**config.mk**
```make
export PLATFORM = sky130hd
export DESIGN_NAME = karatsuba_dot_acc
export DESIGN_NICKNAME = d
export VERILOG_FILES = /design/src/rtl/karatsuba_pkg.sv /design/src/rtl/karatsuba_dot_acc_core.sv /design/src/rtl/karatsuba_dot_acc.sv
export SDC_FILE = /design/constraint.sdc
export NUM_CORES = 1
export LEC_CHECK = 0
export ABC_AREA = 1
export CORE_UTILIZATION = 44
export CTS_CLUSTER_DIAMETER = 150
export DETAILED_ROUTE_END_ITERATION = 12
export GPL_ROUTABILITY_DRIVEN = 0
export PLACE_DENSITY = 0.79
export SLEW_MARGIN = 20
export SYNTH_ARGS = -nofsm -noshare
export SYNTH_HDL_FRONTEND = slang
export SYNTH_HIERARCHICAL = 1
export SYNTH_SLANG_ARGS = --single-unit
```
**constraint.sdc**
```tcl
create_clock -name clk -period 2.3 [get_ports clk]
set_input_delay 0.345 -clock clk [delete_from_list [all_inputs] [get_ports clk]]
set_output_delay 0.345 -clock clk [all_outputs]
set_load 0.005 [all_outputs]
```
**src/rtl/karatsuba_pkg.sv**
```systemverilog
// karatsuba_pkg: constants and types shared by the dot-product accumulator
// wrapped around the external 16x16 approximate Karatsuba multiplier.
//   N         operand width
//   PROD_W    product word width (2*N)
//   ACC_W_DEF default accumulator / result width
//   dot_state_t  frame-sequencing FSM encoding
//   prod_t       product word
package karatsuba_pkg;

    localparam int N         = 16;
    localparam int PROD_W    = 2 * N;
    localparam int ACC_W_DEF = 40;

    typedef enum logic [1:0] {
        ST_RUN   = 2'd0,
        ST_DRAIN = 2'd1,
        ST_HOLD  = 2'd2
    } dot_state_t;

    typedef logic [PROD_W-1:0] prod_t;

endpackage

```
**src/rtl/karatsuba_dot_acc_core.sv**
```systemverilog
// dot_acc_core: product register (S2), accumulator, sticky carry-out and
// saturating beat counter for one dot-product path.
//   clk, rst        clock, synchronous active-high reset
//   s1_valid/last   beat currently on the multiplier inputs
//   prod            product for that beat
//   fin             final beat of the frame is accumulating this cycle
//   sum_next        acc + p_reg (modulo 2^ACC_W)
//   cnt_next        cnt + 1, saturating at all-ones
//   ovf_next        sticky overflow including this cycle's carry
// The frame totals are exposed combinationally so the owner can latch them
// in the same cycle the core clears itself for the next frame.
module dot_acc_core #(
    parameter int P_W   = 32,
    parameter int ACC_W = 40,
    parameter int CNT_W = 10
) (
    input  logic             clk,
    input  logic             rst,
    input  logic             s1_valid,
    input  logic             s1_last,
    input  logic [P_W-1:0]   prod,
    output logic             fin,
    output logic [ACC_W-1:0] sum_next,
    output logic [CNT_W-1:0] cnt_next,
    output logic             ovf_next
);

    logic [P_W-1:0]   p_reg;
    logic             s2_valid;
    logic             s2_last;
    logic [ACC_W-1:0] acc;
    logic [CNT_W-1:0] cnt;
    logic             ovf;
    logic [ACC_W:0]   sum_wide;

    // one extra bit on top of the accumulator captures the carry-out
    assign sum_wide = {1'b0, acc} + {{(ACC_W + 1 - P_W){1'b0}}, p_reg};
    assign sum_next = sum_wide[ACC_W-1:0];
    assign ovf_next = ovf | sum_wide[ACC_W];
    assign cnt_next = (&cnt) ? cnt : cnt + CNT_W'(1);
    assign fin      = s2_valid & s2_last;

    always_ff @(posedge clk) begin
        if (rst) begin
            p_reg    <= '0;
            s2_valid <= 1'b0;
            s2_last  <= 1'b0;
            acc      <= '0;
            cnt      <= '0;
            ovf      <= 1'b0;
        end else begin
            s2_valid <= s1_valid;
            s2_last  <= s1_last;
            if (s1_valid) begin
                p_reg <= prod;
            end
            if (s2_valid) begin
                if (s2_last) begin
                    acc <= '0;
                    cnt <= '0;
                    ovf <= 1'b0;
                end else begin
                    acc <= sum_next;
                    cnt <= cnt_next;
                    ovf <= ovf_next;
                end
            end
        end
    end

endmodule

```
**src/rtl/karatsuba_dot_acc.sv**
```systemverilog
// karatsuba_dot_acc: sequential wrapper around the external combinational
// 16x16 approximate Karatsuba multiplier. Takes a valid/ready stream of
// unsigned operand pairs, registers them onto mul_a/mul_b, accumulates the
// returned products and emits one sum per frame (frame ends on in_last).
//   clk, rst                      clock, synchronous active-high reset
//   in_valid/in_ready/in_a/in_b/in_last   operand stream
//   mul_a, mul_b (out), mul_p (in)        multiplier connection
//   out_valid/out_ready           result handshake
//   out_sum, out_cnt, out_ovf     frame sum, beat count, sticky carry-out
//   out_err                       exact minus approximate sum (signed)
// Build option: KARATSUBA_DOT_EXACT_REF_EN adds an exact product path and
// drives out_err; otherwise out_err is constant zero.
//
// state | meaning
// RUN   | accepting beats
// DRAIN | last beat accepted, waiting for it to reach the accumulator
// HOLD  | result presented, waiting for out_ready
module karatsuba_dot_acc
    import karatsuba_pkg::*;
#(
    parameter int N     = 16,
    parameter int ACC_W = ACC_W_DEF,
    parameter int CNT_W = 10
) (
    input  logic             clk,
    input  logic             rst,
    input  logic             in_valid,
    output logic             in_ready,
    input  logic [N-1:0]     in_a,
    input  logic [N-1:0]     in_b,
    input  logic             in_last,
    output logic [N-1:0]     mul_a,
    output logic [N-1:0]     mul_b,
    input  logic [2*N-1:0]   mul_p,
    output logic             out_valid,
    input  logic             out_ready,
    output logic [ACC_W-1:0] out_sum,
    output logic [CNT_W-1:0] out_cnt,
    output logic             out_ovf,
    output logic [ACC_W:0]   out_err
);

    localparam int P_W = 2 * N;

    dot_state_t       state;
    logic             in_ready_r;
    logic             accept;
    logic             s1_valid;
    logic             s1_last;
    logic             fin;
    logic [ACC_W-1:0] sum_next;
    logic [CNT_W-1:0] cnt_next;
    logic             ovf_next;

    // in_ready_r comes out of reset set, so the gate makes in_ready low
    // while rst is held and high in the very first cycle after release
    assign in_ready = in_ready_r & ~rst;
    assign accept   = in_valid & in_ready;

    dot_acc_core #(
        .P_W   (P_W),
        .ACC_W (ACC_W),
        .CNT_W (CNT_W)
    ) u_core (
        .clk      (clk),
        .rst      (rst),
        .s1_valid (s1_valid),
        .s1_last  (s1_last),
        .prod     (mul_p),
        .fin      (fin),
        .sum_next (sum_next),
        .cnt_next (cnt_next),
        .ovf_next (ovf_next)
    );

    always_ff @(posedge clk) begin
        if (rst) begin
            state      <= ST_RUN;
            in_ready_r <= 1'b1;
            mul_a      <= '0;
            mul_b      <= '0;
            s1_valid   <= 1'b0;
            s1_last    <= 1'b0;
            out_valid  <= 1'b0;
            out_sum    <= '0;
            out_cnt    <= '0;
            out_ovf    <= 1'b0;
        end else begin
            s1_valid <= accept;
            s1_last  <= accept & in_last;
            if (accept) begin
                mul_a <= in_a;
                mul_b <= in_b;
            end
            case (state)
                ST_RUN: begin
                    if (accept && in_last) begin
                        in_ready_r <= 1'b0;
                        state      <= ST_DRAIN;
                    end
                end
                ST_DRAIN: begin
                    if (fin) begin
                        out_sum   <= sum_next;
                        out_cnt   <= cnt_next;
                        out_ovf   <= ovf_next;
                        out_valid <= 1'b1;
                        state     <= ST_HOLD;
                    end
                end
                ST_HOLD: begin
                    if (out_ready) begin
                        out_valid  <= 1'b0;
                        in_ready_r <= 1'b1;
                        state      <= ST_RUN;
                    end
                end
                default: begin
                    out_valid  <= 1'b0;
                    in_ready_r <= 1'b1;
                    state      <= ST_RUN;
                end
            endcase
        end
    end

`ifdef KARATSUBA_DOT_EXACT_REF_EN
    logic [P_W-1:0]   exact_p;
    logic             x_fin;
    logic [ACC_W-1:0] x_sum;
    logic [CNT_W-1:0] x_cnt;
    logic             x_ovf;
    logic             unused_exact;

    assign exact_p = P_W'(mul_a) * P_W'(mul_b);

    // the exact path shares the beat sequencing; only its sum is consumed
    dot_acc_core #(
        .P_W   (P_W),
        .ACC_W (ACC_W),
        .CNT_W (CNT_W)
    ) u_exact (
        .clk      (clk),
        .rst      (rst),
        .s1_valid (s1_valid),
        .s1_last  (s1_last),
        .prod     (exact_p),
        .fin      (x_fin),
        .sum_next (x_sum),
        .cnt_next (x_cnt),
        .ovf_next (x_ovf)
    );

    assign unused_exact = ^{x_fin, x_cnt, x_ovf};

    always_ff @(posedge clk) begin
        if (rst) begin
            out_err <= '0;
        end else if (state == ST_DRAIN && fin) begin
            out_err <= {1'b0, x_sum} - {1'b0, sum_next};
        end
    end
`else
    assign out_err = '0;
`endif

endmodule

```
==> impl_metrics.yaml <==
status:
  status: "completed"
power_and_ir_drop:
  cell_internal_power_mw: 5.13
  seq_power_share: 0.458
  switching_power_mw: 1.80
  p_leak_nw: 5.73
  power.clock.fraction: 0.437
  p_comb_frac: 0.104
  pwr_density_cell_nw_per_um2: 585
  fin_total_pwr_mw: 6.92
  ir_worst_vdd_mv: 0.428
  swShare: 0.260
detailed_routing:
  drcViolationCount: 0
  ant_nets_after_route: 0
  drt_first_iter_violations: 683
  drt_wl_total_um: 25900
  wl_per_cell_um: 14.0
  detailed_routing_iterations_pass_1: 8
  detail_route.vias_per_cell: 4.97
  routed-via-count: 9235
timing:
  report.final.hold_viol_count: 0
  fmax_mhz: 460
  worst_hold_slack_ns: 0.410
  final.min_clock_period_ns: 2.17
  setup_violations: 0
  fin_worst_skew_ns: 0.0129
  tightestPinTransition_ns: 1.02
  finalMaxSlewViolations: 0
  slew_headroom: 0.317
  timing.final.crit_share: 0.945
  final.setup.worst_slack_ns: 0.127
  rsz0062_at_grt: "yes"
placed_design:
  preCtsSetupSlack_ns: 0.0547
  detailedPlacementHpwl_um: 18300
  port_buffers: 153
  placed_area_um2: 11100
critical_path:
  cp-start-kind: "register"
  crit_buf_inv: 1
  critical-path-slowest-cell: "ha_1"
  cp_top_family: "simple AND/OR/NAND/NOR gates"
  cpPeakStageDelay_ns: 0.37
  setup.worst_path.class: "reg2reg"
  cp_common_cell: "nand2_1"
  critical_path.max_fanout: 4
  worstSetupEndpointType: "register"
  worst-endpoint-arrival_ns: 2.49
  cp_data_required_time_ns: 2.62
  timing.critical_path.cells: "ha_1 -> nand2_1 -> inv_1 -> nand2_1 -> nand2_1 -> nand2_1 -> nand2_1 -> nand2_1 -> nand3_2 -> or2_1 -> and2_1 -> nor2_1 -> nor2_1"
synthesis:
  synth_largest_type_area_fraction: 0.364
  synth-edff-count: 0
  syn-instance-count: 1435
  synthFlopType: "dfxtp_1"
  post_synth_num_cell_types: 41
  synth_seq_area_share: 0.364
  area_contributors_post_synth: "dfxtp_1, nand2_1, nor2_1"
  flip_flop_and_latch_count_after_synthesis: 174
  postSynth.asyncResetShare: 0
  yosys_warnings: 6
  syn_avg_cell_area_um2: 6.67
  syn-cell-area_um2: 9570
  synth_largest_area_cell: "dfxtp_1"
global_routing:
  number_of_antenna_violations_at_the_first_check_in_global_routing: 0
  gr-total-overflow: 0
  maximum_number_of_pins_on_one_net_before_global_route_repair: 88
  grt_pass1_wl_um: 41500
  first_global_vias: 8728
  grt.total_usage: 0.234
layout:
  design.final.nets: 1675
  n_fill_cell: 2020
  layout-drive-gt1-share: 0.0852
  final-seq-area_um2: 3490
  area_of_the_multi_input_gates_um2: 5140
  insertedDiodeCount: 0
  area_growth_pct: 23.6
  final_design_area_no_fill_um2: 11800
  finish.utilization: 0.559
clock_tree:
  clk_path_buf_depth: 2
  numClockSinks: 174
  tritoncts: "yes"
  hold_fix_buffers_at_cts: 0
  clock_latency_ns: 0.43
  root_buffer: "clkbuf_16"
  clkSlewWorstSetupHoldPaths_ns: 0.07
  cts_inserted_buffers: 17
  htree_levels: 4
die:
  rows: 53
  dieWidth_um: 149
  io_pins: 195
  fp.dieH_um: 149
  fp.coreArea_um2: 21200
  floorplan.die_area_um2: 22300
  floorplan.initialDensity: 0.452
min_path:
  hold_path_class: "reg2reg"
run:
  cap_violations: 0
## metrics by stage
step                cells  TNS, ns
CTS                  1858        0
detailed placement   1826        0
floorplan            1475        0
global route         1860  -0.0187
global placement     1826        0
finish               1860        0
## path summary, 6_finish.rpt
check,start,endpoint,slack [ns],depth (start not counted)
setup / recovery,u_core/p_reg[10],out_sum[23],0.13,13
hold / removal,s1_last,u_core/s2_last,0.41,2
setup reg to reg,u_core/p_reg[10],out_sum[23],0.13,13
hold reg to reg,s1_last,u_core/s2_last,0.41,2
## cell usage after synthesis (all sizes together) (4+ instances only)
master    n
nand2   406
nor2    246
dfxtp   174
inv     148
o21ai    96
nand3    88
a21oi    77
buf      64
ha       33
clkbuf   27
and2     18
xor2     13
xnor2    10
nor3      9
or2       6
a31oi     4
nand4     4
## cells by family (layout without fill, tap and decap cells)
family                   count (synthesis)  in the layout  share of synthesized area
AO/OA/AOI/OAI                          180            180                     0.0959
XOR/XNOR                                23             23                     0.0226
adder cells (fa/ha/maj)                 34             34                     0.0452
buffers and inverters                  241            351                      0.121
flip-flops                             174            174                      0.364
multiplexers                             1              1                    0.00105
other                                    1             41                   0.000392
AND/OR/NAND/NOR                        781            781                      0.349
## area by class of cell
type                    instances  share of cell area
flip-flops and latches        174               0.295
multi-input cells            1060               0.435
well taps                     275              0.0291
inverters                     150              0.0480
clock buffers                  19              0.0374
clock inverters                13              0.0144
repair buffers                169               0.141
## worst min-delay path, stage by stage (launching register included)
cell     delay, ns
dfxtp_1       0.30
inv_1         0.04
nor2_1        0.03
## layer usage
metal,up-vias,GRT usage,share of wire
met5,-,0,0
met4,0,0.0888,0.026
met3,47,0.0518,0.062
met2,300,0.405,0.48
met1,4221,0.281,0.43
li1,4667,-,-
## layout by cell type, fill, tap and decap left out, types with 4 or more instances in the layout
master	count
nand2_1	381
nor2_1	226
dfxtp_1	172
clkdlybuf4s50_1	152
inv_1	139
o21ai_0	86
nand3_1	75
a21oi_1	74
conb_1	41
ha_1	26
nand2_2	24
and2_1	18
clkbuf_16	17
nor2_2	15
buf_4	14
nand3_2	11
xor2_1	11
o21ai_1	10
xnor2_1	10
inv_2	8
inv_8	7
nor3_1	7
ha_2	6
nand4_1	4
a31oi_1	4
nor2_4	4
## power groups by stage
stage	registers, mW	logic [mW]	clock network [mW]
after global placement	3.24	0.700	0
after CTS	3.17	0.713	3.09
after detailed placement	3.24	0.707	0
after floorplan	3.23	0.431	0
final	3.17	0.721	3.03
after global routing	3.18	0.796	3.21
## repair_timing
item / 4_1_cts / 5_1_grt
setup buffers: 0 / 2
resized for setup: 0 / 23
setup endpoints to repair: 0 / 30
Power figures use the tool's default switching activity.
